<file path="config.mk">
export PLATFORM = sky130hd
export DESIGN_NAME = vga_scan_timing
export DESIGN_NICKNAME = d
export VERILOG_FILES = /design/src/rtl/vga_scan_timing.sv
export SDC_FILE = /design/constraint.sdc
export NUM_CORES = 1
export LEC_CHECK = 0
export CORE_ASPECT_RATIO = 0.9
export CORE_MARGIN = 2
export CORE_UTILIZATION = 52
export DETAILED_ROUTE_END_ITERATION = 10
export PLACE_DENSITY_LB_ADDON = 0.2
export SLEW_MARGIN = 20
export SYNTH_ARGS = -nofsm -noshare
export SYNTH_HDL_FRONTEND = slang
export SYNTH_SLANG_ARGS = --single-unit
</file>
<file path="constraint.sdc">
create_clock -name clk -period 5.7 [get_ports clk]
set_input_delay 1.14 -clock clk [delete_from_list [all_inputs] [get_ports clk]]
set_output_delay 1.14 -clock clk [all_outputs]
set_load 0.02 [all_outputs]
</file>
<file path="src/rtl/vga_scan_timing.sv">
// Raster timing generator: pixel-clock enable, h/v scan counters, VGA sync/blank,
// and a pixel-paced delay line that aligns sync with downstream ROM read latency.
module vga_scan_timing #(
    parameter int H_VISIBLE  = 640,
    parameter int H_FRONT    = 16,
    parameter int H_SYNC     = 96,
    parameter int H_BACK     = 48,
    parameter int V_VISIBLE  = 480,
    parameter int V_FRONT    = 10,
    parameter int V_SYNC     = 2,
    parameter int V_BACK     = 33,
    parameter int CLK_DIV    = 2,
    parameter int SYNC_DELAY = 1
) (
    input  logic       clk,
    input  logic       reset_n,
    input  logic       enable,
    output logic       pixel_ce,
    output logic [9:0] DrawX,
    output logic [9:0] DrawY,
    output logic       hs,
    output logic       vs,
    output logic       blank,
    output logic       frame_start,
    output logic       hs_d,
    output logic       vs_d,
    output logic       blank_d
);

    localparam int H_TOTAL  = H_VISIBLE + H_FRONT + H_SYNC + H_BACK;
    localparam int V_TOTAL  = V_VISIBLE + V_FRONT + V_SYNC + V_BACK;
    localparam int HS_START = H_VISIBLE + H_FRONT;
    localparam int HS_END   = HS_START + H_SYNC;
    localparam int VS_START = V_VISIBLE + V_FRONT;
    localparam int VS_END   = VS_START + V_SYNC;
    localparam int DIV_W    = (CLK_DIV > 1) ? $clog2(CLK_DIV) : 1;

    logic [DIV_W-1:0] div_q, div_d;
    logic [9:0]       x_q, x_d, y_q, y_d;
    logic             hsync_q, hsync_d, vsync_q, vsync_d, blank_q, blank_d_nxt;
    logic             pce_q, frame_q, frame_d;
    logic             tick;

    // tick marks the edge on which the counters step; pixel_ce is its registered copy,
    // so pixel_ce is high in the same cycle the new DrawX/DrawY becomes visible.
    assign tick = enable && (div_q == DIV_W'(CLK_DIV - 1));

    always_comb begin
        div_d = div_q;
        if (!enable || tick) div_d = '0;
        else                 div_d = div_q + DIV_W'(1);
    end

    always_comb begin
        x_d = x_q;
        y_d = y_q;
        if (tick) begin
            if (x_q == 10'(H_TOTAL - 1)) begin
                x_d = '0;
                if (y_q == 10'(V_TOTAL - 1)) y_d = '0;
                else                         y_d = y_q + 10'd1;
            end else begin
                x_d = x_q + 10'd1;
            end
        end
    end

    // Sync/blank are derived from the next counter values so they register
    // in lockstep with DrawX/DrawY.
    always_comb begin
        hsync_d     = !((x_d >= 10'(HS_START)) && (x_d < 10'(HS_END)));
        vsync_d     = !((y_d >= 10'(VS_START)) && (y_d < 10'(VS_END)));
        blank_d_nxt = (x_d < 10'(H_VISIBLE)) && (y_d < 10'(V_VISIBLE));
        frame_d     = tick && (x_d == 10'd0) && (y_d == 10'd0);
    end

    always_ff @(posedge clk or negedge reset_n) begin
        if (!reset_n) begin
            div_q   <= '0;
            x_q     <= '0;
            y_q     <= '0;
            pce_q   <= 1'b0;
            frame_q <= 1'b0;
            hsync_q <= 1'b1;
            vsync_q <= 1'b1;
            blank_q <= 1'b1;
        end else begin
            div_q   <= div_d;
            x_q     <= x_d;
            y_q     <= y_d;
            pce_q   <= tick;
            frame_q <= frame_d;
            hsync_q <= hsync_d;
            vsync_q <= vsync_d;
            blank_q <= blank_d_nxt;
        end
    end

    assign pixel_ce    = pce_q;
    assign DrawX       = x_q;
    assign DrawY       = y_q;
    assign hs          = hsync_q;
    assign vs          = vsync_q;
    assign blank       = blank_q;
    assign frame_start = frame_q;

    generate
        if (SYNC_DELAY == 0) begin : g_nodly
            assign hs_d    = hsync_q;
            assign vs_d    = vsync_q;
            assign blank_d = blank_q;
        end else begin : g_dly
            // Each entry is {hs, vs, blank}; resets to idle sync with blank deasserted.
            logic [2:0] dly_q [SYNC_DELAY];

            always_ff @(posedge clk or negedge reset_n) begin
                if (!reset_n) begin
                    for (int i = 0; i < SYNC_DELAY; i++) dly_q[i] <= 3'b110;
                end else if (tick) begin
                    dly_q[0] <= {hsync_q, vsync_q, blank_q};
                    for (int i = 1; i < SYNC_DELAY; i++) dly_q[i] <= dly_q[i-1];
                end
            end

            assign hs_d    = dly_q[SYNC_DELAY-1][2];
            assign vs_d    = dly_q[SYNC_DELAY-1][1];
            assign blank_d = dly_q[SYNC_DELAY-1][0];
        end
    endgenerate

endmodule

</file>
==> results.py <==
metrics = {
    "global_routing": {
        "busiest_layer": "met2",
        "grt_pass1_wl_um": 6790,
        "globalRouteTotalUtil_pct": 25.2,
        "use_met1_pct": 33.9,
        "grt_pass1_vias": 1387,
        "global_route.usage.met3_pct": 7.10,
        "gr-usage-met2_pct": 38.8,
        "grt_max_degree": 30,
        "number_of_antenna_violations_at_the_first_check_in_global_routing": 0,
        "gr-total-overflow": 0,
    },
    "drt": {
        "via_count_normalized_by_instance_count": 5.80,
        "detail_route.wirelength_um": 3980,
        "antenna_left": 0,
        "routed-via-count": 1375,
        "drc": 0,
        "drtIter0Drc": 92,
        "drt-wirelength-per-cell_um": 16.8,
        "drt_first_pass_iters": 4,
    },
    "yosys": {
        "synth.distinct_cells": 52,
        "synth_most_common_cell": "sky130_fd_sc_hd__dfrtp_1",
        "mappedNetlistArea_mm2": 0.00163,
        "synth_sequential_area_ratio_pct": 44.9,
        "synthTopCellsByCount": "sky130_fd_sc_hd__dfrtp_1 (24), sky130_fd_sc_hd__nand2_1 (17), sky130_fd_sc_hd__inv_1 (9), sky130_fd_sc_hd__nand3_1 (8)",
        "synth_top_cells_by_area": "sky130_fd_sc_hd__dfrtp_1 (37%), sky130_fd_sc_hd__dfstp_2 (8.1%), sky130_fd_sc_hd__nand2_1 (3.9%)",
        "ys_warn_count": 0,
        "synth.ff_latch_count": 29,
        "synth_area_leader_cell": "sky130_fd_sc_hd__dfrtp_1",
        "synth_async_sr_flop_share_pct": 100,
        "post_synth_inst_count": 159,
        "synth_enable_flop_cells": 0,
        "syn_area_per_cell_um2": 10.3,
        "postSynthNetCount": 165,
        "synth_top_area_share_pct": 36.8,
        "synth_top_flop_cell": "sky130_fd_sc_hd__dfrtp_1",
    },
    "cts": {
        "tritoncts_buffer_count": 5,
        "tritoncts": "yes",
        "post_cts_resized": 0,
        "clk_latency_ps": 340,
        "h_tree_level_count": 2,
        "cts_setup_buffers": 0,
        "holdBufCountCts": 0,
        "clkSinkCount": 29,
        "max-clock-path-buffers": 2,
        "worst_setup_hold_path_clk_slew_ps": 90,
        "cts_root_buffer": "sky130_fd_sc_hd__clkbuf_4",
    },
    "run": {
        "max-cap-violations": 0,
    },
    "setup_path": {
        "critical_path.endpoint_type": "register",
        "timing.critical_path.fanout_max": 10,
        "cp.required_ps": 5980,
        "critPathKind": "in2reg",
        "reg2reg_depth": 7,
        "worst_path_slowest_cell": "sky130_fd_sc_hd__clkdlybuf4s50_1",
        "timing.critical_path.cells": "clkdlybuf4s50_1 -> and4_1 -> nand3_4 -> nor3_2 -> xor2_2 -> nor4_1 -> and4_1",
        "worst_path_most_repeated_cell": "sky130_fd_sc_hd__and4_1",
        "worstSetupStartpointType": "primary input",
        "setup.reg_to_reg.worst_slack_ps": 3180,
        "r2r-end": "frame_start",
        "cp.arrival_ps": 3310,
        "regToRegStartpoint": "DrawX[0]",
        "cp_max_stage_delay_ps": 520,
    },
    "floorplan": {
        "die_area_mm2": 0.00360,
        "core_area_mm2": 0.00302,
        "cell_row_count": 19,
        "die_height_um": 57.1,
        "floorplan.initialDensity_pct": 54.0,
        "die_x_um": 63.0,
        "i_o_pins": 31,
    },
    "final_layout": {
        "post-route-cell-area_mm2": 0.00206,
        "antenna-diode-count": 0,
        "stdcell_count": 237,
        "area_delta_synth_final_pct": 26.2,
        "nets": 200,
        "num-fill-cells": 244,
        "layout-drive-gt1-share_pct": 15.9,
        "post_route_utilization_pct": 68.2,
    },
    "timing": {
        "final.setup_skew_ps": 5.48,
        "final_critical_path_setup_slack_ps": 2680,
        "shortest_clock_period_the_worst_path_allows_after_layout_ps": 3020,
        "finalSetupViolCount": 0,
        "report.final.slew_viol_count": 0,
        "tightest_slew_ps": 464,
        "timing.setup.tns_ps": 0,
        "maxClockFrequency_mhz": 331,
        "worst_slew_margin_relative_to_its_limit_pct": 68.8,
        "finalHoldViolations": 0,
        "hold_ws_ps": 493,
        "finalCritPeriodShare_pct": 53.1,
        "unrepaired_setup_endpoints_after_global_routing": "false",
    },
    "placement": {
        "numPortBuffers": 30,
        "placement.cell_area_mm2": 0.00197,
        "dpl.hpwl_um": 2940,
        "pre_cts_slack_ps": 2360,
        "post-place-cells": 229,
        "weighted_congestion_reported_at_the_end_of_routability_driven_placement": 0.944,
    },
    "power_and_ir_drop": {
        "vdd.ir_drop.worst_mv": 0.130,
        "power.leakage_nw": 0.905,
        "power.density_mw_per_mm2": 254,
        "total_power_mw": 0.523,
    },
    "hold_path": {
        "hold_depth": 1,
        "worstHoldEndpoint": "div_q",
        "hold_path_class": "reg2reg",
        "timing.hold.worst.start": "div_q",
    },
    "outcome": {
        "status": "finished clean",
    },
}
-- cell families after synthesis --
| family | share of synthesized area (%) |
|---|---|
| and+or+nand+nor | 29.7 |
| DFF | 44.9 |
| AOI/OAI and AO/OA | 11.1 |
| buffers and inverters | 3.37 |
| xor gates and xnor gates | 5.29 |
| muxes | 3.37 |
| adders and majority gates | 2.30 |
-- where the power goes --
| group | leakage, nW | switching (mW) | internal (mW) |
|---|---|---|---|
| Sequential | 0.359 | 0.0263 | 0.220 |
| Clock | 0.0455 | 0.0748 | 0.105 |
| Combinational | 0.500 | 0.0517 | 0.0459 |
| Total | 0.905 | 0.153 | 0.370 |
-- layout by cell type (no fill, tap or decap), drive strengths merged, types with 2 or more instances in the layout --
cell | synthesis | routed
clkdlybuf4s50 | 0 | 30
nor4 | 3 | 3
dfstp | 5 | 5
and4 | 4 | 4
nand2 | 17 | 17
xor2 | 4 | 4
o21ai | 7 | 7
dfrtp | 24 | 24
a21o | 3 | 3
nor2 | 7 | 7
nand3 | 9 | 9
and2 | 2 | 2
xnor2 | 5 | 5
ha | 3 | 3
nand3b | 2 | 2
and3 | 2 | 2
nand4 | 8 | 8
and3b | 2 | 2
nor2b | 2 | 2
mux2 | 4 | 4
inv | 10 | 10
a21oi | 4 | 4
and4bb | 2 | 2
nor3 | 9 | 9
clkbuf | 0 | 7
-- layer usage --
| layer | wire, um | part of all wire [%] |
|---|---|---|
| met2 | 1820 | 46 |
| met1 | 1850 | 46 |
| met5 | 0 | 0 |
| met4 | 74 | 1.9 |
| met3 | 245 | 6.2 |
-- worst max path at each step --
stage	to	depth (start not counted)	start	slack, ps
floorplan	frame_start	7	enable	3290
global placement	frame_start	7	enable	2380
detailed placement	frame_start	7	enable	2360
CTS	frame_start	7	enable	2690
global route	frame_start	7	enable	2520
finish	frame_start	7	enable	2680
-- worst max-delay path: cells and delay by family --
kind                      cells  cell delay [ps]
buffers and inverters         1              520
and+or+nand+nor               5             1510
xor gates and xnor gates      1              130
-- area by class of cell --
type	count	area, um^2	area share [%]
multi-input cells	117	845	41.0
flip-flops and latches	29	732	35.5
repair buffers	31	308	14.9
clock buffers	7	55.1	2.67
well taps	42	52.6	2.55
inverters	10	37.5	1.82
clock inverters	1	30.0	1.46
-- state kept, by name, indices dropped and copies added, names as in the netlist --
register     flops
DrawX           10
DrawY           10
g_dly.dly_q      3
blank            1
div_q            1
frame_start      1
hs               1
pixel_ce         1
vs               1
No activity file was read; power rests on OpenSTA's default activity.
